[src/rtl/timer.sv]
// Programmable down-counting timer with a memory-mapped CTRL/PRESET/COUNT
// register file, one-shot (Mode 0) or auto-reload (Mode 1) operation and a
// maskable interrupt request.
module timer (
  input  logic        clk,
  input  logic        reset,
  input  logic [31:0] Addr,
  input  logic        WE,
  input  logic [31:0] Din,
  output logic [31:0] Dout,
  output logic        IRQ
);

  localparam int unsigned DATA_W = 32;
  localparam int unsigned CTRL_W = 4;

  typedef enum logic [1:0] {
    S_IDLE = 2'd0,
    S_LOAD = 2'd1,
    S_CNT  = 2'd2,
    S_INT  = 2'd3
  } state_t;

  state_t              state;
  logic [CTRL_W-1:0]   ctrl;
  logic [DATA_W-1:0]   preset;
  logic [DATA_W-1:0]   count;
  logic                irq_flag;

  logic                en;
  logic [1:0]          mode;
  logic                im;
  logic                wr_ctrl;
  logic                wr_preset;
  logic                unused_addr;

  assign en   = ctrl[0];
  assign mode = ctrl[2:1];
  assign im   = ctrl[3];

  // Only Addr[3:2] selects a register; the remaining address bits are don't-care.
  assign unused_addr = ^{Addr[31:4], Addr[1:0]};

  // Bridge write strobes for the two writable registers.
  assign wr_ctrl   = WE && (Addr[3:2] == 2'd0);
  assign wr_preset = WE && (Addr[3:2] == 2'd1);

  // Interrupt is the masked pending flag; a mask change shows up at once.
  assign IRQ = im & irq_flag;

  // Combinational read mux, also live during reset so reads return zeros.
  always_comb begin
    Dout = '0;
    case (Addr[3:2])
      2'd0:    Dout = {(DATA_W - CTRL_W)'(0), ctrl};
      2'd1:    Dout = preset;
      2'd2:    Dout = count;
      default: Dout = '0;
    endcase
  end

  // Register file and counter FSM; a same-edge CTRL write beats the FSM's
  // En clear, and the FSM's irq_flag set beats a write-triggered clear.
  always_ff @(posedge clk or negedge reset) begin
    if (!reset) begin
      state    <= S_IDLE;
      ctrl     <= '0;
      preset   <= '0;
      count    <= '0;
      irq_flag <= 1'b0;
    end else begin
      if (wr_ctrl || wr_preset) begin
        irq_flag <= 1'b0;
      end
      if (wr_preset) begin
        preset <= Din;
      end

      case (state)
        S_IDLE: begin
          if (en) begin
            state <= S_LOAD;
          end
        end
        S_LOAD: begin
          count <= preset;
          state <= S_CNT;
        end
        S_CNT: begin
          if (!en) begin
            state <= S_IDLE;
          end else if (count > DATA_W'(1)) begin
            count <= count - DATA_W'(1);
          end else begin
            count    <= '0;
            irq_flag <= 1'b1;
            state    <= S_INT;
          end
        end
        S_INT: begin
          if (mode == 2'd1) begin
            irq_flag <= 1'b0;
          end else begin
            ctrl[0] <= 1'b0;
          end
          state <= S_IDLE;
        end
        default: state <= S_IDLE;
      endcase

      if (wr_ctrl) begin
        ctrl <= Din[CTRL_W-1:0];
      end
    end
  end

endmodule

[config.mk]
export PLATFORM = sky130hd
export DESIGN_NAME = timer
export DESIGN_NICKNAME = d
export VERILOG_FILES = /design/src/rtl/timer.sv
export SDC_FILE = /design/constraint.sdc
export NUM_CORES = 1
export LEC_CHECK = 0
export CORE_MARGIN = 2
export CORE_UTILIZATION = 45
export DETAILED_ROUTE_END_ITERATION = 12
export PLACE_DENSITY = 0.74
export SKIP_CTS_REPAIR_TIMING = 1
export SYNTH_ARGS = -nofsm -noshare
export SYNTH_HDL_FRONTEND = slang
export SYNTH_SLANG_ARGS = --single-unit
[constraint.sdc]
create_clock -name clk -period 5 [get_ports clk]
set_input_delay 1 -clock clk [delete_from_list [all_inputs] [get_ports clk]]
set_output_delay 1 -clock clk [all_outputs]
set_load 0.05 [all_outputs]
==> out/qor.yml <==
status: "completed"
postRouteAntennaNets: 0
clock_path_buffers: 2
p_int_mw: 1.40
final_hold_viol_count: 0
multi_input_area_um2: 2060
dp_hpwl_um: 7230
endpoint_kind: "primary output"
grt_pass1_wl_um: 17900
drt_wl_total_um: 10700
die_x_um: 98.4
h-tree-depth: 3
synth_edf_count: 0
tightest_slew_ns: 1.16
ys_ff_latch: 71
min_period_ns: 4.29
first_iter_violations: 277
first_global_vias: 3560
start_kind: "primary input"
setup_viol: 0
postSynthAreaPerCell_um2: 10.2
worst-setup-path-type: "primary input to primary output"
area_growth_pct: 22.3
worstRegToRegCells: 7
core_um2: 8680
ys_types: 54
globalplace.congestion: 0.867
synth_cells: 393
syn_area_um2: 4010
finalMaxSlewViolations: 0
layout-drive-gt1-share_pct: 16.7
fill_cells: 790
floorplan.initialDensity_pct: 46.2
clk_pin_slew_worst_paths_ns: 0.08
ys.flop_type: "dfrtp_1"
viasPerCell: 6.17
fin_nets: 520
clock_sinks: 71
wl_per_cell_um: 19.0
io-pin-count: 100
hold_path_depth: 2
rsz0062_at_grt: "false"
cts_buffers: 9
clock-root-buffer: "clkbuf_8"
seq_area_frac_synth_pct: 44.3
fmax_mhz: 233
fin_worst_skew_ns: 0.00799
final_cell_mix: "dfrtp_1, clkdlybuf4s50_1, nand2_1"
drv_cap: 0
vias: 3478
ys_warn_count: 0
slew_headroom_pct: 22.5
combPwrFrac_pct: 44.0
hold_class: "flip-flop to flip-flop"
swShare_pct: 44.9
grt-ovfl-total: 0
dr.pass1.iters: 4
clk_latency_ns: 0.35
post-route-period-util_pct: 85.8
fp.dieH_um: 98.4
p_clk_share_pct: 15.4
p_seq_share_pct: 40.6
dieArea_um2: 9680
rows: 34
layout_commonest_cell: "dfrtp_1"
power.switching_mw: 1.14
antenna_cells: 0
fin_tns_setup_ns: 0
io_buffers: 69
cts_tree: "done"
seq_area_um2: 1780
cp.required_ns: 4.00
p_leak_nw: 1.95
max-vdd-ir-drop_v: 0.000208
cp_max_fo: 28
async_reset_ff_share_pct: 100
syn_nets: 462
grt_usage_pct: 23.0
power.density_nw_per_um2: 519
drc: 0
critPathArrivalTime_ns: 3.29
antenna_found_initial: 0
finalPower_mw: 2.54
grt_max_degree: 40
[synth_stat cells, types with 3 or more instances]
cell,count,area (µm²)
a221o_1,7,70.1
dfrtp_1,71,1780
nor4_4,3,63.8
o41ai_1,5,43.8
inv_1,7,26.3
or3_1,5,31.3
nand2b_1,6,37.5
o311ai_0,6,52.6
nand2_1,36,135
a21oi_1,13,65.1
mux2i_1,6,60.1
nor2b_1,5,31.3
o22ai_1,7,43.8
buf_6,3,33.8
nand3_1,6,30.0
a31oi_1,3,18.8
clkbuf_1,18,67.6
nor3_1,14,70.1
a22oi_1,9,67.6
o21ai_2,3,26.3
nor2_1,20,75.1
a22o_1,32,280
o21ai_1,4,20.0
mux2_2,35,394
o21ai_0,19,95.1
buf_1,5,18.8
nor4_1,7,43.8
[critical path, stage by stage]
cell,delay (ns)
clkdlybuf4s50_1,0.69
nor2b_2,0.21
buf_4,0.34
a22o_1,0.23
clkdlybuf4s50_1,0.81
[routing by layer]
| layer | routed length (µm) | track usage [%] | up-vias |
|---|---|---|---|
| li1 | - | - | 1619 |
| met5 | 0 | 0 | - |
| met2 | 5090 | 36.7 | 119 |
| met3 | 571 | 3.87 | 14 |
| met1 | 4920 | 31.8 | 1726 |
| met4 | 148 | 8.32 | 0 |
[stage by stage]
stage,cell area [µm²],hold WS (ns),util [%],worst slack [ns],cells
floorplan,4010,0.467,-,1.53,393
global placement,4750,0.516,54.7,0.742,548
detailed placement,4750,0.528,54.7,0.734,548
CTS,4900,0.541,56.5,0.717,564
global route,4900,0.562,56.5,0.629,564
finish,4900,0.538,56.5,0.711,564
[cell families after synthesis]
family | synth area share (%)
AO/OA/AOI/OAI | 23.0
adder cells (fa/ha/maj) | 0.624
buffers and inverters | 4.40
flip-flops | 44.3
multiplexers | 11.3
AND/OR/NAND/NOR | 16.3
[final timing paths]
kind / startpoint / end / slack (ns)
max reg2reg: count[0]$_DFFE_PN0P_ / count[17]$_DFFE_PN0P_ / 1.99
max in group asynchronous: reset / count[27]$_DFFE_PN0P_ / 3.25
min: preset[19]$_DFFE_PN0P_ / count[19]$_DFFE_PN0P_ / 0.54
max: Addr[3] / Dout[10] / 0.71
min in group asynchronous: reset / preset[26]$_DFFE_PN0P_ / 0.74
min reg2reg: preset[19]$_DFFE_PN0P_ / count[19]$_DFFE_PN0P_ / 0.54
[layout make-up]
class,count,area share [%]
Sequential cell,71,36.2
Inverter,7,0.536
Multi-Input combinational cell,285,42.1
Clock buffer,11,2.68
Timing Repair Buffer,77,15.2
Tap cell,108,2.76
Clock inverter,5,0.510
[registers in the layout, indices dropped and copies added, names as in the netlist]
register  count
irq_flag      1
state         2
count        32
preset       32
ctrl          4
[power by group through the flow]
stage	logic (mW)	registers [mW]	clock network, mW
after floorplan	0.895	0.933	0
after global placement	1.09	1.02	0
after detailed placement	1.11	1.04	0
after CTS	1.12	1.03	0.402
after global routing	1.22	1.07	0.424
final	1.12	1.03	0.392
(Power assumes the default switching activity.)
